File: src/rtl/fault_inject_ram.sv
// Parametrised fault-injectable RAM for MBIST bring-up: one programmable fault
// (stuck-at, transition or coupling), pipelined synchronous read, activation counter.
module fault_inject_ram #(
  parameter int                AWIDTH   = 4,
  parameter int                DWIDTH   = 4,
  parameter int                RD_LAT   = 1,
  parameter logic [DWIDTH-1:0] INIT_VAL = '1,
  localparam int               BW       = (DWIDTH > 1) ? $clog2(DWIDTH) : 1
) (
  input  logic              clk,
  input  logic              reset,
  input  logic              we,
  input  logic [AWIDTH-1:0] wr_addr,
  input  logic [DWIDTH-1:0] data_in,
  input  logic              re,
  input  logic [AWIDTH-1:0] rd_addr,
  output logic [DWIDTH-1:0] data_out,
  output logic              rd_valid,
  input  logic              cfg_we,
  input  logic [2:0]        cfg_type,
  input  logic [AWIDTH-1:0] cfg_vaddr,
  input  logic [BW-1:0]     cfg_vbit,
  input  logic [AWIDTH-1:0] cfg_aaddr,
  input  logic [BW-1:0]     cfg_abit,
  output logic              fault_active,
  output logic [15:0]       fault_hits
);

  localparam int DEPTH = 1 << AWIDTH;

  localparam logic [2:0] F_NONE   = 3'd0;
  localparam logic [2:0] F_SA0    = 3'd1;
  localparam logic [2:0] F_SA1    = 3'd2;
  localparam logic [2:0] F_TF_UP  = 3'd3;
  localparam logic [2:0] F_TF_DN  = 3'd4;
  localparam logic [2:0] F_CF_INV = 3'd5;
  localparam logic [2:0] F_CF_ID0 = 3'd6;
  localparam logic [2:0] F_CF_ID1 = 3'd7;

  function automatic logic [15:0] sat_inc(input logic [15:0] v);
    return (v == 16'hFFFF) ? v : v + 16'd1;
  endfunction

  logic [DWIDTH-1:0] mem [DEPTH];

  logic [2:0]        f_type;
  logic [AWIDTH-1:0] f_vaddr;
  logic [BW-1:0]     f_vbit;
  logic [AWIDTH-1:0] f_aaddr;
  logic [BW-1:0]     f_abit;

  logic [DWIDTH-1:0] old_w;
  logic [DWIDTH-1:0] wr_word;
  logic              wr_hit;
  logic              oth_we;
  logic              oth_bit;
  logic              v_here;
  logic              a_rise;
  logic              cpl_inert;
  logic              old_v;
  logic              ideal_v;
  logic              eff_v;
  logic              is_sa;
  logic              stuck;

  logic [DWIDTH-1:0] rd_raw;
  logic [DWIDTH-1:0] rd_word;
  logic              rd_hit;

  assign is_sa = (f_type == F_SA0) || (f_type == F_SA1);
  assign stuck = (f_type == F_SA1);

  // Write path: ideal word plus fault effects. Under stuck-at faults the array keeps
  // the ideal content of the victim and the stuck value is imposed at the read port.
  always_comb begin
    old_w     = mem[wr_addr];
    old_v     = mem[f_vaddr][f_vbit];
    wr_word   = data_in;
    wr_hit    = 1'b0;
    oth_we    = 1'b0;
    oth_bit   = 1'b0;
    ideal_v   = 1'b0;
    eff_v     = 1'b0;
    v_here    = (wr_addr == f_vaddr);
    a_rise    = (wr_addr == f_aaddr) && !old_w[f_abit] && data_in[f_abit];
    cpl_inert = (f_vaddr == f_aaddr) && (f_vbit == f_abit);
    case (f_type)
      F_SA0, F_SA1: begin
        if (v_here && (data_in[f_vbit] != stuck)) wr_hit = we;
      end
      F_TF_UP: begin
        if (v_here && !old_w[f_vbit] && data_in[f_vbit]) begin
          wr_word[f_vbit] = 1'b0;
          wr_hit          = we;
        end
      end
      F_TF_DN: begin
        if (v_here && old_w[f_vbit] && !data_in[f_vbit]) begin
          wr_word[f_vbit] = 1'b1;
          wr_hit          = we;
        end
      end
      F_CF_INV, F_CF_ID0, F_CF_ID1: begin
        if (a_rise && !cpl_inert) begin
          ideal_v = v_here ? data_in[f_vbit] : old_v;
          eff_v   = (f_type == F_CF_INV) ? ~old_v : (f_type == F_CF_ID1);
          if (v_here) wr_word[f_vbit] = eff_v;
          else begin
            oth_we  = we;
            oth_bit = eff_v;
          end
          wr_hit = we && (eff_v != ideal_v);
        end
      end
      default: ;
    endcase
  end

  always_comb begin
    rd_raw  = mem[rd_addr];
    rd_word = rd_raw;
    rd_hit  = 1'b0;
    if (is_sa && (rd_addr == f_vaddr)) begin
      rd_word[f_vbit] = stuck;
      rd_hit          = re && (rd_raw[f_vbit] != stuck);
    end
  end

  always_ff @(posedge clk or negedge reset) begin
    if (!reset) begin
      for (int i = 0; i < DEPTH; i++) mem[i] <= INIT_VAL;
    end else begin
      if (we) mem[wr_addr] <= wr_word;
      if (oth_we) mem[f_vaddr][f_vbit] <= oth_bit;
    end
  end

  always_ff @(posedge clk or negedge reset) begin
    if (!reset) begin
      f_type       <= F_NONE;
      f_vaddr      <= '0;
      f_vbit       <= '0;
      f_aaddr      <= '0;
      f_abit       <= '0;
      fault_active <= 1'b0;
      fault_hits   <= '0;
    end else begin
      if (cfg_we) begin
        f_type       <= cfg_type;
        f_vaddr      <= cfg_vaddr;
        f_vbit       <= cfg_vbit;
        f_aaddr      <= cfg_aaddr;
        f_abit       <= cfg_abit;
        fault_active <= (cfg_type != F_NONE);
        fault_hits   <= '0;
      end else if (wr_hit || rd_hit) begin
        fault_hits <= sat_inc(fault_hits);
      end
    end
  end

  // Read stage p0: word sampled on the re edge
  logic [DWIDTH-1:0] data_p0;
  logic              vld_p0;

  always_ff @(posedge clk or negedge reset) begin
    if (!reset) begin
      data_p0 <= '0;
      vld_p0  <= 1'b0;
    end else begin
      vld_p0 <= re;
      if (re) data_p0 <= rd_word;
    end
  end

  generate
    if (RD_LAT >= 2) begin : g_lat2
      // Read stage p1: extra register for two-cycle latency
      logic [DWIDTH-1:0] data_p1;
      logic              vld_p1;

      always_ff @(posedge clk or negedge reset) begin
        if (!reset) begin
          data_p1 <= '0;
          vld_p1  <= 1'b0;
        end else begin
          vld_p1 <= vld_p0;
          if (vld_p0) data_p1 <= data_p0;
        end
      end

      assign data_out = data_p1;
      assign rd_valid = vld_p1;
    end else begin : g_lat1
      assign data_out = data_p0;
      assign rd_valid = vld_p0;
    end
  endgenerate

endmodule

File: config.mk
export PLATFORM = sky130hd
export DESIGN_NAME = fault_inject_ram
export DESIGN_NICKNAME = d
export VERILOG_FILES = /design/src/rtl/fault_inject_ram.sv
export SDC_FILE = /design/constraint.sdc
export NUM_CORES = 1
export LEC_CHECK = 0
export CAP_MARGIN = 20
export CORE_MARGIN = 2
export CORE_UTILIZATION = 55
export CTS_CLUSTER_DIAMETER = 200
export DETAILED_ROUTE_END_ITERATION = 6
export GPL_ROUTABILITY_DRIVEN = 0
export PLACE_DENSITY_LB_ADDON = 0.3
export SLEW_MARGIN = 40
export SYNTH_ARGS = -nofsm -noshare
export SYNTH_HDL_FRONTEND = slang
export SYNTH_SLANG_ARGS = --single-unit
File: constraint.sdc
create_clock -name clk -period 3.6 [get_ports clk]
set_input_delay 1.08 -clock clk [delete_from_list [all_inputs] [get_ports clk]]
set_output_delay 1.08 -clock clk [all_outputs]
set_load 0.05 [all_outputs]
==> impl_results.md <==
* Maximum count of clock buffers along a single path at 2
* Clock latency on the worst-skew pair at between 300 and 400 ps
* Root buffer selected by CTS: clkbuf_16
* Area fraction of the dominant cell type after synthesis at 0.202
* Count of endpoints failing setup in the final report at 80
* Number of iterations in the first detailed-routing pass at 7
* Cells traversed along the worst timing path: buf_6 > buf_6 > buf_12 > buf_6 > nor2_1 > buf_4 > a22oi_2 > o211ai_1 > o221a_1 > a32oi_4 > a211o_4 > o41a_4 > buf_6 > a21oi_4 > mux2_4
* Instance count after placement with tap cells included at ~1,200
* Final cell count without fillers at 1,248
* Worst stage delay on the critical path at around 490 ps
* Hold bufs inserted after CTS at 0
* Fill cell count at between 900 and 1,000
* Number of diodes at 0
* Aggregate routed wire length at around 33,000 um
* Placeable core region at about 15,000 um^2
* Vias post-DR at just over 9,000
* Crit path required time at 3850 ps
* Final HPWL from detailed placement at 20,600 um
* CTS Buf Count at 9
* Count of antenna-violating nets left after detailed routing at 0
* Count of flip-flops with a built-in enable after synthesis at 0
* Flip-flop and latch count after synthesis at 101
* Net count of the mapped netlist at between 900 and 1,000
* Result of the run: finished, violations left
* Sum of buffers and inverters on the critical path at 6
* Number of remaining DRC errors at 63
* Syn Area/Cell at 9.09 um^2
* Clk pin slew, worst setup/hold paths at ~70 ps
* Leakage power total at roughly 4.3 nW
* Number of sinks handled by clock tree synthesis at a little over 100
* Violations in the final reports: design-rule violations, negative setup slack
* Number of port buffers at 53
* Number of global-route vias before repair at just under 9,000
* Overall power consumption at between 4 and 5 mW
* Maximum clock skew at final layout at about 13 ps
* Final count of pins violating max slew at 0
* Yosys synthesis warning count at 0
* PD cells at 417 nW/um^2
* RSZ-0062 raised after global routing: yes
* Final Hold Fails at 0
* Number of maximum-capacitance violations at 0
* Ratio of final minimum period to clock period at 1.10
* Sequential element share of the synthesized area at 0.313
* Initial antenna violation count at 0
* IO Count at 54
* Synth Instances at 916
* Tightest Hold Check Type: register to register
* Sequential cell area at roughly 2600 um^2
* Rows at 44
* CP arrival at roughly 4200 ps
* CTS tree: done
* Footprint of the multi-input gates at 5760 um^2
* Period minus WS final at approximately 3900 ps
* Number of nets in the finished design at roughly 1,100
* Critical Path Most Common Cell: buf_6
* Number of levels in the clock H-tree at 3
* Max stage delay cell, worst path: o41a_4
* Leading area contributor after synthesis: dfstp_2
* Capturing element type of the critical path: register
* Critical path class: primary input to register
* Global-route wire length before repair at approximately 48,000 um
* Die Footprint at approximately 16,000 um^2
* Post-route setup TNS at -16,640 ps
* Ys async rst share at 1.00
* Worst IR drop on VDD at about 300 uV
* Effective utilization at floorplan at 0.568
* Post-synthesis cell area at 8320 um^2
* Die outline width at 127 um
* Actual slew at the worst max-slew pin at roughly 900 ps
* Leftover overflow at the end of global routing at 0
* Highest net fanout along the worst path at 7
* Fmax at 253 MHz
* Kind of start point of the critical path: primary input
* Synth area leaders: dfstp_2 20%, mux4_2 12%, dfrtp_1 11%
* Violation count after the first detailed-routing iteration at approximately 1,500
* Fraction of layout cells with a size suffix above 1 at 0.355
* Average routed wire per standard cell at about 27 um
* CP top delay family: compound AO/OA/AOI/OAI gates
* Max-slew headroom at 0.390
* Vias per cell at between 7 and 8
* Vertical die dimension at ~130 um
* Commonest cells in the netlist: 133 x nor2_1, 105 x nand2_1, 64 x dfstp_2
* Synthesis-to-layout area growth at 30.0%
* Maximum number of pins on one net before global-route repair at 55
* Overall global routing resource usage at 0.386
* Most frequent cell after synthesis: nor2_1
* Most used DFF post-synth: dfstp_2
* Cell variety after synth at 71
* Final worst-path setup slack at -346 ps
## stage by stage
step,util,hold slack (ps),instance area (um^2),worst slack (ps)
floorplan,-,543,8370,-247
global placement,0.665,502,9730,-890
detailed placement,0.665,515,9730,-965
CTS,0.720,532,10500,-135
global route,0.739,578,10800,-414
finish,0.739,529,10800,-346
## layer usage
layer	track usage	vias to the layer above	routed length, um
met4	0.218	2	2770
li1	-	3700	-
met5	0	-	63
met3	0.126	303	5000
met1	0.501	4297	11300
met2	0.571	939	13900
## worst min-delay path: stages, from the launching register on
cell and delay, ps:
dfrtp_1 350, nor2_1 40, a21oi_1 100
## where the power goes
part           internal, mW  total (mW)  leakage (nW)  switching [mW]
combinational         0.858        1.74          3.05           0.882
clock                 0.476       0.951         0.127           0.475
sequential             1.48        1.82          1.14           0.343
## flip-flops by register name, indices dropped and copies added (netlist names)
register      flops
f_vaddr           4
mem              64
f_aaddr           4
f_abit            2
f_type            3
f_vbit            2
fault_active      1
fault_hits       16
rd_valid          1
data_out          4
## final timing paths
| check | from | to | slack [ps] | cells past startpoint |
|---|---|---|---|---|
| max | wr_addr[1] | fault_hits[14] | -350 | 15 |
| min | data_out[2] | data_out[2] | 530 | 2 |
| max reg2reg | f_vaddr[2] | fault_hits[14] | -330 | 10 |
| min reg2reg | data_out[2] | data_out[2] | 530 | 2 |
| max in group asynchronous | reset | mem[31] | 2020 | 2 |
| min in group asynchronous | reset | data_out[2] | 800 | 1 |
## cells by family (layout without fill, tap and decap cells)
| logic type | after synthesis | in the layout | synth area share |
|---|---|---|---|
| AOI/OAI and AO/OA | 213 | 214 | 0.193 |
| xor gates and xnor gates | 19 | 19 | 0.0200 |
| adders and majority gates | 1 | 1 | 0.00150 |
| buffers and inverters | 74 | 221 | 0.0457 |
| DFF | 101 | 101 | 0.313 |
| muxes | 107 | 107 | 0.204 |
| and+or+nand+nor | 401 | 401 | 0.222 |
## repair_timing
item / in CTS / in global routing
setup endpoints to repair: 80 / 80
setup buffers: 27 / 4
gates cloned: 4 / 2
pin swaps: 21 / 26
gates resized for setup: 72 / 56
## area by class of cell
type,instances,area share
clock buffers,12,0.0219
clock inverters,4,0.00312
inverters,6,0.00208
multi-input cells,742,0.533
flip-flops and latches,101,0.241
well taps,184,0.0213
repair buffers,199,0.178
## cell usage in the layout (no fill, tap or decap), types with 5 or more instances in the layout
master,count
nor2b_1,23
mux4_2,46
nor2_1,133
o21ai_0,24
a2bb2oi_1,30
clkdlybuf4s50_1,43
mux2_1,5
buf_12,15
o21ai_1,5
buf_4,115
mux2_4,12
nand3_1,45
a22oi_1,18
mux2i_1,20
dfrtp_1,37
nand4_1,7
xor2_1,9
nand2_1,103
a21oi_4,8
nor3_2,8
clkbuf_16,10
a21oi_2,5
dfstp_2,64
xnor2_1,9
nand2b_1,11
buf_6,16
a211o_1,32
inv_1,6
mux2_2,21
and2_1,5
nor3_1,28
a21oi_1,41
Note: power is estimated with default switching activity, not from simulation.
